--- src/rtl/dual_issue_scoreboard.sv ---
// In-order dual-issue controller: tracks pending register writes and an
// in-flight mult/div op, and decides each cycle whether slots A and B issue.
module dual_issue_scoreboard #(
    parameter int CNT_W = 32
) (
    input  logic             clock,
    input  logic             ctrl_reset,
    input  logic             A_valid,
    input  logic [4:0]       A_rs1,
    input  logic [4:0]       A_rs2,
    input  logic [4:0]       A_rd,
    input  logic             A_wen,
    input  logic             A_long,
    input  logic             B_valid,
    input  logic [4:0]       B_rs1,
    input  logic [4:0]       B_rs2,
    input  logic [4:0]       B_rd,
    input  logic             B_wen,
    input  logic             B_long,
    input  logic             wbA_en,
    input  logic [4:0]       wbA_reg,
    input  logic             wbB_en,
    input  logic [4:0]       wbB_reg,
    input  logic             long_done,
    output logic             A_issue,
    output logic             B_issue,
    output logic [31:0]      busy,
    output logic             long_busy,
    output logic [CNT_W-1:0] stall_count,
    output logic [CNT_W-1:0] dual_count
);

    logic [31:0]      r_busy;
    logic             r_longBusy;
    logic [CNT_W-1:0] r_stallCount;
    logic [CNT_W-1:0] r_dualCount;

    logic             w_aHazard;
    logic             w_bHazard;
    logic             w_pairHazard;
    logic             w_aIssue;
    logic             w_bIssue;
    logic [31:0]      w_busyNext;
    logic             w_longSet;

    // Hazards against registered state only; a writeback unblocks next cycle.
    always_comb begin
        w_aHazard = ((A_rs1 != 5'd0) && r_busy[A_rs1])
                  || ((A_rs2 != 5'd0) && r_busy[A_rs2])
                  || (A_wen && (A_rd != 5'd0) && r_busy[A_rd])
                  || (A_long && r_longBusy);
        w_bHazard = ((B_rs1 != 5'd0) && r_busy[B_rs1])
                  || ((B_rs2 != 5'd0) && r_busy[B_rs2])
                  || (B_wen && (B_rd != 5'd0) && r_busy[B_rd])
                  || (B_long && r_longBusy);
        w_pairHazard = (A_long && B_long);
        if (A_wen && (A_rd != 5'd0)) begin
            if ((B_rs1 == A_rd) || (B_rs2 == A_rd) || (B_wen && (B_rd == A_rd))) begin
                w_pairHazard = 1'b1;
            end
        end
    end

    assign w_aIssue = !ctrl_reset && A_valid && !w_aHazard;
    assign w_bIssue = w_aIssue && B_valid && !w_bHazard && !w_pairHazard;

    // Clears are applied first so a same-cycle set on the same register wins.
    always_comb begin
        w_busyNext = r_busy;
        if (wbA_en) begin
            w_busyNext[wbA_reg] = 1'b0;
        end
        if (wbB_en) begin
            w_busyNext[wbB_reg] = 1'b0;
        end
        if (w_aIssue && A_wen) begin
            w_busyNext[A_rd] = 1'b1;
        end
        if (w_bIssue && B_wen) begin
            w_busyNext[B_rd] = 1'b1;
        end
        w_busyNext[0] = 1'b0;
    end

    assign w_longSet = (w_aIssue && A_long) || (w_bIssue && B_long);

    always_ff @(posedge clock or posedge ctrl_reset) begin
        if (ctrl_reset) begin
            r_busy     <= 32'd0;
            r_longBusy <= 1'b0;
        end else begin
            r_busy <= w_busyNext;
            if (w_longSet) begin
                r_longBusy <= 1'b1;
            end else if (long_done) begin
                r_longBusy <= 1'b0;
            end
        end
    end

    // Performance counters stick at all-ones rather than wrapping.
    always_ff @(posedge clock or posedge ctrl_reset) begin
        if (ctrl_reset) begin
            r_stallCount <= '0;
            r_dualCount  <= '0;
        end else begin
            if (A_valid && !w_aIssue && (r_stallCount != {CNT_W{1'b1}})) begin
                r_stallCount <= r_stallCount + CNT_W'(1);
            end
            if (w_aIssue && w_bIssue && (r_dualCount != {CNT_W{1'b1}})) begin
                r_dualCount <= r_dualCount + CNT_W'(1);
            end
        end
    end

    assign A_issue     = w_aIssue;
    assign B_issue     = w_bIssue;
    assign busy        = r_busy;
    assign long_busy   = r_longBusy;
    assign stall_count = r_stallCount;
    assign dual_count  = r_dualCount;

endmodule

--- config.mk ---
export PLATFORM = sky130hd
export DESIGN_NAME = dual_issue_scoreboard
export DESIGN_NICKNAME = d
export VERILOG_FILES = /design/src/rtl/dual_issue_scoreboard.sv
export SDC_FILE = /design/constraint.sdc
export NUM_CORES = 1
export LEC_CHECK = 0
export ABC_AREA = 0
export CAP_MARGIN = 10
export CELL_PAD_IN_SITES_DETAIL_PLACEMENT = 0
export CELL_PAD_IN_SITES_GLOBAL_PLACEMENT = 1
export CORE_MARGIN = 1
export CORE_UTILIZATION = 40
export DETAILED_ROUTE_END_ITERATION = 7
export PLACE_DENSITY_LB_ADDON = 0.1
export SYNTH_ARGS = -nofsm -noshare
export SYNTH_HDL_FRONTEND = slang
export SYNTH_SLANG_ARGS = --single-unit
--- constraint.sdc ---
create_clock -name clock -period 3.6 [get_ports clock]
set_clock_uncertainty 0.2 [all_clocks]
set_input_delay 0.36 -clock clock [delete_from_list [all_inputs] [get_ports clock]]
set_output_delay 0.36 -clock clock [all_outputs]
set_load 0.02 [all_outputs]
=== After elaboration in Yosys (flattened, before gate mapping) ===
Cells that the tools add are included.

* Register bits: 96
* Bits of input ports: 51
* Output and inout port bits: 99
* Word-level logic and storage cells: 107

* $add $sub $neg: 2
* Magnitude comparators: 12
* Equality and inequality tests: 5
* Muxes and demuxes: 28
* Bitwise gates (word level): 6
* Reductions and logical operators: 50

{| class="wikitable"
|+ Operator list
! operator !! number
|-
| two-way mux 32 bit || 4
|-
| adder 32 x 1 -> 32 bit (second input constant) || 2
|-
| AND 32 bit || 2
|-
| inequality test 32 bit (second input constant) || 2
|-
| inverter 32 bit || 2
|-
| OR 32 bit || 2
|-
| < comparator 5 x 6 -> 1 bit (second input constant) || 8
|-
| binary-select mux 1 bit (select 5 bit) || 6
|-
| nonzero test 5 bit || 6
|-
| logical AND 1 bit || 29
|-
| demux 1 bit (select 5 bit) || 4
|-
| greater-or-equal comparator 5 x 1 -> 1 bit (second input constant) || 4
|-
| equality test 5 bit || 3
|-
| two-way mux 1 bit || 14
|-
| logical OR 1 bit || 9
|-
| logical NOT 1 bit || 5
|-
| nonzero test 2 bit || 1
|}

=== Longest topological paths before layout ===
* Word-level depth: 14
* Depth in mapped cells: 12
* Depth with buffers taken out: 9

=== Worst setup path before layout ===
No wires, ideal clock.

* Path type: input to output
* Start: input B_rs1[1]
* End: output B_issue
* Arrival time: 2.472 ns
* Data required time: 3.040 ns
* Slack: 0.568 ns
* Cell stages on the path: 9
* Buffers on the path: 3
* Cell sequence: clkbuf_1 mux4_2 o211ai_1 nand4_1 nor4_2 nand3_2 buf_2 nor2_1 buf_2

* Longest elaborated chain between the ends: 9
* Elaborated cells between the ends (all ways): 16
* Classes of those cells: eq/ne: 1; mux: 4; reduce/logical: 11

{| class="wikitable"
|+ Ends and longest elaborated chain
! element !! line !! text
|-
| start: declaration || 15 || <nowiki>input logic [4:0] B_rs1,</nowiki>
|-
| binary-select mux 1 bit (select 5 bit) || 52 || <nowiki>w_bHazard = ((B_rs1 != 5'd0) && r_busy[B_rs1])</nowiki>
|-
| two-way mux 1 bit (not written as such) || 52 ||
|-
| logical AND 1 bit || 52 ||
|-
| logical OR 1 bit || 53 || <nowiki>|| ((B_rs2 != 5'd0) && r_busy[B_rs2])</nowiki>
|-
| logical OR 1 bit || 54 || <nowiki>|| (B_wen && (B_rd != 5'd0) && r_busy[B_rd])</nowiki>
|-
| logical OR 1 bit || 55 || <nowiki>|| (B_long && r_longBusy);</nowiki>
|-
| logical NOT 1 bit || 65 || <nowiki>assign w_bIssue = w_aIssue && B_valid && !w_bHazard && !w_pairHazard;</nowiki>
|-
| logical AND 1 bit || 65 ||
|-
| logical AND 1 bit (*) || 65 ||
|-
| end: declaration || 26 || <nowiki>output logic B_issue,</nowiki>
|}

Mark *: on every way between the ends. The rest lies on a longest branch, timed or not. The select of a mux whose other input is x is not followed.

=== Worst setup path in the final report ===
* Start: input B_rs2[0]
* End: register r_dualCount[23], in the netlist dual_count[23]

* Longest elaborated chain between the ends: 11
* Elaborated cells between the ends (all ways): 18
* Classes of those cells: eq/ne: 1; mux: 4; reduce/logical: 13

{| class="wikitable"
|+ Ends and longest elaborated chain
! element !! line !! text
|-
| start: declaration || 16 || <nowiki>input logic [4:0] B_rs2,</nowiki>
|-
| binary-select mux 1 bit (select 5 bit) || 53 ||
|-
| two-way mux 1 bit (not written as such) || 53 ||
|-
| logical AND 1 bit || 53 ||
|-
| logical OR 1 bit || 53 ||
|-
| logical OR 1 bit || 54 ||
|-
| logical OR 1 bit || 55 ||
|-
| logical NOT 1 bit || 65 ||
|-
| logical AND 1 bit || 65 ||
|-
| logical AND 1 bit (*) || 65 ||
|-
| logical AND 1 bit (*) (2 in series) || 110 || <nowiki>if (w_aIssue && w_bIssue && (r_dualCount != {CNT_W{1'b1}})) begin</nowiki>
|-
| end signal: assignment || 111 || <nowiki>r_dualCount <= r_dualCount + CNT_W'(1);</nowiki>
|-
| end: declaration || 36 || <nowiki>logic [CNT_W-1:0] r_dualCount;</nowiki>
|}

Marks and branches as above.
A chain may end at the register's enable or synchronous reset.

==> flow_summary.yaml <==
outcome:
  status: "finished, final reports clean"
synthesis:
  synth_edf_count: 0
  yosysTopAreaCell: "dfrtp_1"
  ys.flop_type: "dfrtp_1"
  ys_seq_elements: 96
  syn_area_sq_um: 7542
  yosysWarnings: 0
  synth_most_common_cell: "dfrtp_1"
  synth.top_cell.area_share_pct: 31.85
  avgSynthCellArea_sq_um: 9.254
  yosys-top-cells-count: "dfrtp_1, nand2_1, mux2i_1, xnor2_1, nand3_1"
  ys_types: 71
  syn_inst: 815
  syn-num-nets: 868
  synthTopCellsByArea: "dfrtp_1, mux2i_1, mux4_2"
  seq_area_frac_synth_pct: 31.85
  async_reset_ff_share_pct: 100.0
critical_path:
  cp.arrival_ps: 3470
  path_cells: "clkdlybuf4s50_1 > buf_4 > mux4_2 > nand2_1 > o211ai_1 > a31oi_1 > buf_4 > nand3_2 > buf_4 > buf_12 > or4_1 > xnor2_1"
  crit_top_cell: "buf_4"
  crit_fanout: 17
  critical_path_class: "primary input to register"
  worst-path-buf-inv: 5
  r2r-end: "dual_count[11]$_DFFE_PP0P_"
  crit_family: "buffers and inverters"
  r2r_setup_slack_ps: 250
  end_kind: "register"
  cp-start-kind: "primary input"
  r2r_start: "busy[24]$_DFF_PP0_"
  crit_slowest_cell: "or4_1"
  max_stage_delay_ps: 540
  required_ps: 3630
  r2r_cells: 10
sta:
  setup_violations: 0
  tightest_slew_ps: 669.8
  rsz0062_at_grt: "false"
  hold_viol: 0
  min_period_ps: 3439
  worst_slack_ps: 160.5
  finalCritPeriodShare_pct: 95.54
  slew_violations: 0
  slew_headroom_pct: 55.24
  max_freq_mhz: 290.7
drt:
  drc: 0
  dr_total_vias: 7698
  drt-pass1-iter-count: 6
  vias_per_cell: 6.129
  postRouteAntennaNets: 0
  routedWlPerCell_um: 23.37
  wl_um: 29360
  dr.first_iter.drc_count: 660
clock_network:
  clock_latency_ps: 340
  post_cts_buffers: 0
  cts_max_level: 3
  clockRootBuffer: "clkbuf_16"
  tritoncts: "done"
  cts.path.max_buffers: 2
  clk_pin_slew_ps: 80
  cts_buffers: 9
  clock_sinks: 96
layout:
  drive_above_1_share_pct: 18.99
  area_growth_pct: 35.04
  seqCellArea_sq_um: 2406
  nFillCells: 1633
  diodes: 0
  multi_input_area_sq_um: 4811
  fin_cells: 1256
  fin_nets: 1075
global_route:
  grt_pass1_wl_um: 44840
  overflow: 0
  grt_max_degree: 77
  first_global_vias: 7590
  grt_use_total_pct: 30.15
  antenna_found_initial: 0
floorplanning:
  dieHeight_um: 139.3
  rows: 49
  core_area_sq_um: 18210
  boundaryPins: 150
  die_area_sq_um: 19410
  die_w_um: 139.3
  initial_utilization_pct: 41.42
placement:
  gp_congestion: 1.092
  place_inst: 1240
  dp_slack_ps: -248.8
  port_buffers: 148
  dpl.hpwl_um: 21860
flow_run:
  cap_violations: 0
worst_hold_path:
  hp-class: "primary input to asynchronous set/reset pin"
power_and_ir_drop:
  p_leak_nw: 4.370
  vdd_ir_drop_max_mv: 0.3480
  power.density_nw_per_um2: 340.3
## layout make-up
cell class,count,area share [%]
multi-input combinational,646,47.24
sequential,96,23.62
timing repair buffer,255,22.84
tap,229,2.813
clock buffer,9,2.211
clock inverter,7,0.7371
inverter,14,0.5405
## cells in the final DEF (no fill, tap or decap), types with 5 or more instances in the layout
cell	netlist	routed
nor3b_1	10	10
inv_1	14	13
xor2_1	37	37
nand2b_1	7	7
a21oi_1	12	11
mux4_2	19	19
buf_4	5	102
mux2_2	10	10
mux2i_1	47	47
and3_1	32	32
and2_1	10	10
clkbuf_16	0	9
nor2b_1	11	11
dfrtp_1	96	93
clkdlybuf4s50_1	0	144
nor3_1	23	23
nor4_1	12	11
xnor2_1	40	40
nand4_1	31	31
a22oi_1	24	24
o21ai_1	11	11
a31oi_1	13	13
or3_1	5	5
a21o_1	20	20
nor3_2	19	19
and4_1	13	13
nor2_1	21	21
o31ai_1	7	7
o21ai_0	9	9
nand3_1	39	39
nand2_1	82	82
nor4_2	6	7
o41ai_1	5	5
## state kept, by name, summed over array words and instances, names as in the netlist
name	flops
long_busy	1
busy	31
stall_count	32
dual_count	32
## report_power, final
group / internal, mW / leakage [nW] / total [mW] / switching [mW]
logic: 0.542 / 2.92 / 1.15 / 0.612
clock network: 0.492 / 0.144 / 0.954 / 0.462
registers: 1.17 / 1.31 / 1.36 / 0.185
## routing by layer
layer / part of all wire [%] / global-route usage (%) / up-vias
li1: - / - / 3477
met1: 42 / 40.30 / 3727
met2: 45 / 47.55 / 421
met3: 9.3 / 5.712 / 73
met4: 3.9 / 13.22 / 0
met5: 0 / 0 / -
## kinds of logic (layout without fill, tap and decap cells)
group | after synthesis | count (layout) | share of synthesized area [%]
other cells | 1 | 1 | 0.04972
buf+inv | 73 | 285 | 4.545
mux | 77 | 77 | 13.55
compound gates | 140 | 140 | 13.34
flops | 96 | 96 | 31.85
fa+ha+maj | 2 | 2 | 0.3317
simple gates | 349 | 349 | 27.39
xor+xnor | 77 | 77 | 8.942
## how the worst max path moves through the flow
stage                            endpoint  cells after the start  slack (ps)       start
3_3_place_gp                      B_issue                     10        -230     A_rd[1]
2_1_floorplan          busy[10]$_DFF_PP0_                      1         530  ctrl_reset
6_report       dual_count[23]$_DFFE_PP0P_                     12         160    B_rs2[0]
3_5_place_dp                      B_issue                      9        -250     A_rd[1]
4_1_cts                           B_issue                     11          50     A_rd[0]
5_1_grt                           B_issue                     11           8     A_rd[0]
## per-stage QoR
| stage | area (sq um) | hold WS [ps] | util (%) | setup TNS, ps | total power, mW |
|---|---|---|---|---|---|
| 3_3_place_gp | 9879 | 274.6 | 54.26 | -2543 | 2.499 |
| 2_1_floorplan | 7542 | 305.0 | - | 0 | 1.887 |
| 3_5_place_dp | 9879 | 278.2 | 54.26 | -2814 | 2.510 |
| 6_report | 10180 | 154.1 | 55.93 | 0 | 3.466 |
| 5_1_grt | 10180 | 181.3 | 55.93 | 0 | 3.609 |
| 4_1_cts | 10180 | 166.0 | 55.90 | 0 | 3.466 |
## repair_timing
action,in CTS,in global routing
hold buffers,0,0
gates resized for setup,7,7
setup endpoints to repair,2,12
Note: power is estimated with default switching activity, not from simulation.
